$ cat config.mk
export PLATFORM = sky130hd
export DESIGN_NAME = pipe_stage_reg
export DESIGN_NICKNAME = d
export VERILOG_FILES = /design/src/rtl/pipe_stage_reg.sv
export SDC_FILE = /design/constraint.sdc
export NUM_CORES = 1
export LEC_CHECK = 0
export BUFFER_PORTS_ARGS = -buffer_cell sky130_fd_sc_hd__buf_2
export CORE_MARGIN = 1.5
export CORE_UTILIZATION = 41
export CTS_CLUSTER_DIAMETER = 80
export DETAILED_ROUTE_END_ITERATION = 8
export PLACE_DENSITY = 0.78
export SLEW_MARGIN = 5
export SYNTH_ARGS = -nofsm -noshare
export SYNTH_HDL_FRONTEND = slang
export SYNTH_SLANG_ARGS = --single-unit
$ cat constraint.sdc
create_clock -name clk -period 1.85 [get_ports clk]
set_clock_uncertainty 0.05 [all_clocks]
set_input_delay 0.555 -clock clk [delete_from_list [all_inputs] [get_ports clk]]
set_output_delay 0.555 -clock clk [all_outputs]
set_load 0.1 [all_outputs]
$ cat src/rtl/pipe_stage_reg.sv
// pipe_stage_reg: parameterised pipeline register chain (1..4 stages) with
// stall, flush-to-bubble and a saturating counter of bubbles loaded.
// Each stage carries {valid, ctrl, waddr, data}; the outputs come straight
// from the last stage, so there is no combinational input-to-output path.
module pipe_stage_reg #(
    parameter int DATA_W = 64,
    parameter int CTRL_W = 3,
    parameter int ADDR_W = 5,
    parameter int DEPTH  = 1,
    parameter int CNT_W  = 16
) (
    input  logic              clk,
    input  logic              rst,
    input  logic              stall,
    input  logic              flush,
    input  logic              valid_in,
    input  logic [CTRL_W-1:0] ctrl_in,
    input  logic [ADDR_W-1:0] waddr_in,
    input  logic [DATA_W-1:0] data_in,
    output logic              valid_out,
    output logic [CTRL_W-1:0] ctrl_out,
    output logic [ADDR_W-1:0] waddr_out,
    output logic [DATA_W-1:0] data_out,
    output logic [CNT_W-1:0]  bubble_cnt
);

    // ------------------------------------------------------------------
    // Configuration guard: only 1..4 stages are supported.
    // ------------------------------------------------------------------
    if (DEPTH < 1 || DEPTH > 4) begin : g_depth_check
        $error("pipe_stage_reg: DEPTH=%0d is outside the legal range 1..4", DEPTH);
    end

    // Saturation limit and increment constant for the bubble counter.
    localparam logic [CNT_W-1:0] CNT_MAX = '1;
    localparam logic [CNT_W-1:0] CNT_ONE = CNT_W'(1);

    // ------------------------------------------------------------------
    // Stage storage: index 0 is the entry stage, DEPTH-1 drives the outputs.
    // ------------------------------------------------------------------
    logic [DEPTH-1:0]             valid_q, valid_d;
    logic [DEPTH-1:0][CTRL_W-1:0] ctrl_q,  ctrl_d;
    logic [DEPTH-1:0][ADDR_W-1:0] waddr_q, waddr_d;
    logic [DEPTH-1:0][DATA_W-1:0] data_q,  data_d;

    logic [CNT_W-1:0] bubble_cnt_q, bubble_cnt_d;

    // Entry-stage values with write-enable fields gated by valid, so an
    // invalid entry never carries register-write or memory-write bits.
    logic [CTRL_W-1:0] ctrl_gated;
    logic [ADDR_W-1:0] waddr_gated;

    // A bubble is loaded on any flush, or on an advance with no valid input.
    logic bubble_load;

    // Gate control and destination of the incoming entry by its valid bit.
    always_comb begin
        ctrl_gated  = valid_in ? ctrl_in  : '0;
        waddr_gated = valid_in ? waddr_in : '0;
        bubble_load = flush | (~stall & ~valid_in);
    end

    // Next-state for all stages: flush > stall > normal advance.
    always_comb begin
        // NOTE: every output of this block gets a default first; a path that
        // leaves one unassigned would infer a latch.
        valid_d = valid_q;
        ctrl_d  = ctrl_q;
        waddr_d = waddr_q;
        data_d  = data_q;

        if (flush) begin
            // Kill every entry; payload is left untouched since it is
            // meaningless once valid is low and holding it saves toggling.
            valid_d = '0;
            ctrl_d  = '0;
            waddr_d = '0;
        end else if (!stall) begin
            valid_d[0] = valid_in;
            ctrl_d[0]  = ctrl_gated;
            waddr_d[0] = waddr_gated;
            data_d[0]  = data_in;
            for (int k = 1; k < DEPTH; k++) begin
                valid_d[k] = valid_q[k-1];
                ctrl_d[k]  = ctrl_q[k-1];
                waddr_d[k] = waddr_q[k-1];
                data_d[k]  = data_q[k-1];
            end
        end
    end

    // Next-state for the bubble counter: one step per edge, saturating.
    always_comb begin
        bubble_cnt_d = bubble_cnt_q;
        if (bubble_load && (bubble_cnt_q != CNT_MAX)) begin
            bubble_cnt_d = bubble_cnt_q + CNT_ONE;
        end
    end

    // State registers with synchronous reset that overrides flush and stall.
    always_ff @(posedge clk) begin
        if (rst) begin
            // NOTE: the payload is reset as well as the control fields, so
            // the outputs read all-zero after reset rather than stale data.
            valid_q      <= '0;
            ctrl_q       <= '0;
            waddr_q      <= '0;
            data_q       <= '0;
            bubble_cnt_q <= '0;
        end else begin
            // NOTE: non-blocking assignments let every stage sample the
            // previous-cycle value of its neighbour, which is what shifts.
            valid_q      <= valid_d;
            ctrl_q       <= ctrl_d;
            waddr_q      <= waddr_d;
            data_q       <= data_d;
            bubble_cnt_q <= bubble_cnt_d;
        end
    end

    // Outputs are the last stage registers directly.
    assign valid_out  = valid_q[DEPTH-1];
    assign ctrl_out   = ctrl_q[DEPTH-1];
    assign waddr_out  = waddr_q[DEPTH-1];
    assign data_out   = data_q[DEPTH-1];
    assign bubble_cnt = bubble_cnt_q;

endmodule

==> impl_metrics.json, run 1 <==
{
  "power_density_nw_per_um2": 941,
  "globalplace.congestion": 0.825,
  "p_leak_nw": 2.11,
  "final_cells": 677,
  "synth.avg_cell_area_um2": 8.18,
  "grt_usage_pct": 19.7,
  "syn_area_um2": 3340,
  "final_antenna_net_count": 0,
  "syn_to_final_growth_pct": 37.1,
  "clk_pin_slew_ps": 80,
  "grt_util_met2_pct": 33.3,
  "grt_start_max_net_pins": 45,
  "critical_path.top_delay_family": "buffers and inverters",
  "yosysUniqueCellTypes": 34,
  "synthFlopType": "dfxtp_1",
  "hp-class": "input port to register",
  "grt_pass1_vias": 3097,
  "port_buffers": 165,
  "synth_top_area_cell": "dfxtp_1",
  "die_h_um": 93.3,
  "core.rowCount": 32,
  "use_met1_pct": 23.5,
  "cp.depth": 1,
  "synth_seq_area_share_pct": 53.3,
  "die_x_um": 93.3,
  "holdPathStages": 3,
  "grt_overflow": 0,
  "clock.fmax_ghz": 0.556,
  "ys_warn_count": 0,
  "core_area_um2": 7810,
  "numCtsBuffers": 9,
  "worst_pin_slew_ps": 490,
  "dp_hpwl_mm": 6.21,
  "fillers": 717,
  "setup_viol": 0,
  "drc": 0,
  "hold_viol_final": 0,
  "synth_area_leaders": "dfxtp_1 53%, nand2_1 15%, a21oi_1 12%",
  "drive_above_1_share_pct": 38.3,
  "cts_max_level": 3,
  "crit_buf_inv": 1,
  "synth_nets": 487,
  "criticalPathCategory": "register to primary output",
  "finalNetCount": 650,
  "grt_pass1_wl_mm": 13.8,
  "cts_buffer_depth": 2,
  "design.portCount": 166,
  "setup_ws_ps": 51.5,
  "via_count": 3377,
  "avgRoutedWirePerCell_um": 12.7,
  "crit_slowest_cell": "buf_2",
  "antenna_cells": 0,
  "place_ws_ps": -2.81,
  "relSlewSlack_pct": 67.1,
  "synth_edf_count": 0,
  "first_pass_iters": 4,
  "synth_common_cells": "132 x nand2_1, 89 x dfxtp_1, 77 x a21oi_1",
  "yosysMostFrequentCell": "nand2_1",
  "viasPerCell": 4.99,
  "root_buffer": "clkbuf_8",
  "use_met3_pct": 4.15,
  "synth_top_area_share_pct": 53.3,
  "cts.sinks": 89,
  "startpoint_type": "register",
  "worstPathRequired_ps": 1240,
  "antenna_found_initial": 0,
  "fin_crit_sh_pct": 97.2,
  "post-route-min-period_ps": 1800,
  "status": "finished, final reports clean",
  "drt-initial-drc-count": 98,
  "reg2regPathDepth": 5,
  "dp_cells": 663,
  "crit_arrival_ps": 1190,
  "routed_wirelength_mm": 8.61,
  "ys_ff_latch": 89,
  "synthArstFlopShare_pct": 0,
  "grt-busiest-layer": "met2",
  "finalMaxSlewViolations": 0,
  "utilization_pct": 58.7,
  "crit_chain": "buf_2",
  "hold_buffers": 0,
  "insertion_delay_ps": 340,
  "max_cap_viol_count": 0,
  "vdd_drop_max_mv": 0.472,
  "start_util_pct": 42.8,
  "slowest_delay_ps": 450,
  "dieArea_um2": 8710,
  "postSynthCellCount": 409,
  "rsz0062_at_grt": "no",
  "setup.worst_path.end_class": "primary output",
  "critPathMaxFanout": 7,
  "cts_tree": "yes"
}
sequential cells by signal, summed over array words and instances, names as in the netlist:
register	count
bubble_cnt	16
data_out	64
ctrl_out	3
waddr_out	5
valid_out	1
logic make-up (layout without fill, tap and decap cells):
group	Yosys count	after routing	share of synthesized area, %
flip-flops	89	89	53.3
multiplexers	3	3	0.973
adder cells (fa/ha/maj)	1	1	0.374
AO/OA/AOI/OAI	97	97	16.3
buffers and inverters	27	193	3.11
AND/OR/NAND/NOR	192	192	26.0
final timing paths:
path,from,end,slack [ps]
setup / recovery,bubble_cnt[5],bubble_cnt[5],50
hold / removal,data_in[34],data_out[34],390
setup reg to reg,bubble_cnt[0],bubble_cnt[14],180
hold reg to reg,data_out[37],data_out[37],400
layout make-up:
| cell class | count | area [um^2] | area share, % |
|---|---|---|---|
| multi-input cells | 293 | 1480 | 32.2 |
| inverters | 1 | 3.75 | 0.0819 |
| well taps | 102 | 128 | 2.78 |
| clock buffers | 12 | 176 | 3.85 |
| repair buffers | 178 | 951 | 20.7 |
| flip-flops and latches | 89 | 1810 | 39.6 |
| clock inverters | 2 | 35.0 | 0.764 |
per-layer routing:
layer  vias up  share of wire, %
met2       122                48
met5         -                 0
met3        12               6.4
li1       1699                 -
met1      1544                44
met4         0               1.8
what timing repair did:
action                                  4_1_cts  5_1_grt
buffers inserted                              0        0
endpoints found under the setup margin        0        1
gates resized for setup                       0        1
cells in the final DEF (no fill, tap or decap), types with 4 or more instances in the layout:
cell type and count:
buf_2 164, nand2_1 132, a21oi_1 77, dfxtp_1 73
nor2_1 16, dfxtp_2 11, clkbuf_8 11, buf_4 11
a22oi_1 8, o31ai_1 7, nor3_1 5, nand3_1 5
or4_1 5, dfxtp_4 5, and3_1 4, or3_1 4
power breakdown:
group | switching (mW) | total [mW] | internal [mW]
clock network | 0.635 | 1.40 | 0.764
registers | 0.0384 | 2.02 | 1.98
logic | 0.712 | 0.895 | 0.183
total | 1.39 | 4.31 | 2.93
metrics by stage:
step | setup TNS (ps) | power, mW | cell area, um^2 | hold WS, ps
2_1_floorplan | -16.2 | 2.75 | 3390 | 589
3_3_place_gp | 0 | 2.95 | 4370 | 388
3_5_place_dp | -2.81 | 2.96 | 4370 | 393
4_1_cts | 0 | 4.35 | 4580 | 371
5_1_grt | 0 | 4.48 | 4580 | 365
6_report | 0 | 4.31 | 4580 | 388
No activity file was read; power rests on OpenSTA's default activity.
==> run 2, diff against run 1 <==
- ABC_AREA: unset -> 1
- GPL_TIMING_DRIVEN: unset -> 0
- PLACE_DENSITY: 0.78 -> 0.77
==> impl_metrics.json, run 2 <==
{
  "status": "finished, final reports clean",
  "total_power_mw": 4.47,
  "synth_nets": 544,
  "root_buffer": "clkbuf_8",
  "reg2regPathDepth": 8,
  "yosysMostFrequentCell": "nor2_1",
  "startpoint_type": "register",
  "clk_pin_slew_ps": 90,
  "insertion_delay_ps": 340,
  "hold-path-endpoint": "data_out[58]",
  "critPathMaxFanout": 6,
  "power_density_nw_per_um2": 975,
  "fin_area_um2": 4580,
  "ys_ff_latch": 89,
  "finalNetCount": 720,
  "post-cts-setup-buffers": 0,
  "dpl-instance-area_um2": 4390,
  "fillers": 793,
  "drive_above_1_share_pct": 33.5,
  "criticalPathCategory": "register to primary output",
  "crit_slowest_cell": "buf_2",
  "first_pass_iters": 6,
  "port_buffers": 165,
  "core.rowCount": 33,
  "largest_reg_flops": 64,
  "drt-initial-drc-count": 117,
  "dp_cells": 736,
  "cts_max_level": 3,
  "relSlewSlack_pct": 65.8,
  "syn_area_um2": 3420,
  "final_antenna_net_count": 0,
  "crit_buf_inv": 1,
  "cts_tree": "yes",
  "core_area_um2": 8130,
  "synth.avg_cell_area_um2": 7.33,
  "grt_overflow": 0,
  "slowest_delay_ps": 450,
  "synthFlopType": "dfxtp_1",
  "die_h_um": 94.3,
  "dp_hpwl_mm": 6.91,
  "holdPathStages": 3,
  "synth_top_area_cell": "dfxtp_1",
  "worstPathRequired_ps": 1240,
  "hold_viol_final": 0,
  "mostFrequentLayoutCell": "buf_2",
  "antenna_found_initial": 0,
  "avgRoutedWirePerCell_um": 12.3,
  "post-route-min-period_ps": 1790,
  "cp.depth": 1,
  "grt_start_max_net_pins": 17,
  "cts.sinks": 89,
  "hp-class": "input port to register",
  "numCtsBuffers": 9,
  "clock.fmax_ghz": 0.558,
  "yosysUniqueCellTypes": 21,
  "r2r-start": "bubble_cnt[0]",
  "postSynthCellCount": 466,
  "via_count": 3611,
  "antenna_cells": 0,
  "syn_to_final_growth_pct": 34.1,
  "start_util_pct": 42.0,
  "utilization_pct": 56.3,
  "die_x_um": 94.3,
  "setup_viol": 0,
  "routed_wirelength_mm": 9.26,
  "final_cells": 752,
  "ys_warn_count": 0,
  "viasPerCell": 4.80,
  "synth_area_leaders": "dfxtp_1 52%, nor2_1 19%, o21ai_0 9.4%",
  "rsz0062_at_grt": "no",
  "postCtsResizedCells": 0,
  "dieArea_um2": 8890,
  "crit_chain": "buf_2",
  "synth_top_area_share_pct": 52.1,
  "hp-start": "data_in[58]",
  "setup.worst_path.end_class": "primary output",
  "synth_common_cells": "169 x nor2_1, 89 x dfxtp_1, 64 x o21ai_0",
  "grt_pass1_vias": 3356,
  "worst_pin_slew_ps": 516,
  "ff2ff_setup_slack_ps": 280,
  "crit_arrival_ps": 1190,
  "drc": 0,
  "grt_usage_pct": 20.9,
  "finalMaxSlewViolations": 0,
  "p_leak_nw": 2.29,
  "fin_crit_sh_pct": 96.8,
  "grt_pass1_wl_mm": 14.8,
  "design.portCount": 166,
  "synth_edf_count": 0,
  "synthArstFlopShare_pct": 0,
  "final.setup.tns_ps": 0,
  "globalplace.congestion": 0.848,
  "final_cell_mix": "172 x buf_2, 169 x nor2_1, 73 x dfxtp_1",
  "synth_seq_area_share_pct": 52.1,
  "critical_path.top_delay_family": "buffers and inverters",
  "cts_buffer_depth": 2,
  "vdd_drop_max_mv": 0.594,
  "timing.rr.end": "bubble_cnt[10]",
  "max_cap_viol_count": 0,
  "hold_buffers": 0
}
run 2: cell types whose count changed in the layout (fill, tap and decap cells not counted), moves of 9 or more:
cell / previous run / this run
nor2_1: 16 / 169
nand2_1: 132 / 50
o21ai_0: 1 / 64
a21oi_1: 77 / 23
nand3_1: 5 / 22
clkbuf_1: 0 / 13
buf_4: 11 / 0
inv_1: 1 / 10
run 2: logic make-up after synthesis:
family,after synthesis,share of synthesized area (%)
AO/OA/AOI/OAI,88,12.9
flip-flops,89,52.1
AND/OR/NAND/NOR,252,30.1
buffers and inverters,36,4.47
adder cells (fa/ha/maj),1,0.366
run 2: per-stage QoR:
step | hold WS (ps) | worst slack [ps]
after global placement | 389 | 94.9
after global routing | 365 | 1.45
after floorplan | 640 | 46.6
after CTS | 356 | 24.4
final | 374 | 59.2
after detailed placement | 399 | 95.2
run 2: worst max path at each step:
stage / to / startpoint
floorplan: bubble_cnt[7] / bubble_cnt[0]
global placement: bubble_cnt[14] / stall
detailed placement: bubble_cnt[10] / stall
CTS: bubble_cnt[7] / bubble_cnt[7]
global route: bubble_cnt[6] / bubble_cnt[6]
finish: bubble_cnt[6] / bubble_cnt[6]
run 2: layout make-up:
| type | instances | area, um^2 | share of cell area (%) |
|---|---|---|---|
| sequential | 89 | 1800 | 39.3 |
| multi-input combinational | 341 | 1480 | 32.4 |
| timing repair buffer | 165 | 828 | 18.1 |
| clock buffer | 10 | 138 | 3.00 |
| tap | 105 | 131 | 2.87 |
| buffer | 24 | 108 | 2.35 |
| clock inverter | 6 | 48.8 | 1.06 |
| inverter | 12 | 45.0 | 0.983 |
run 2: metal layers:
layer | share of wire, % | vias to the layer above | global-route usage (%)
li1 | - | 1841 | -
met1 | 42 | 1643 | 24.8
met2 | 49 | 120 | 36.0
met3 | 7.3 | 7 | 5.18
met4 | 0.91 | 0 | 7.96
met5 | 0 | - | 0
run 2: where the power goes:
part | switching, mW | internal [mW] | total [mW]
Combinational | 0.951 | 0.195 | 1.15
Clock | 0.712 | 0.543 | 1.25
Sequential | 0.0510 | 2.02 | 2.07
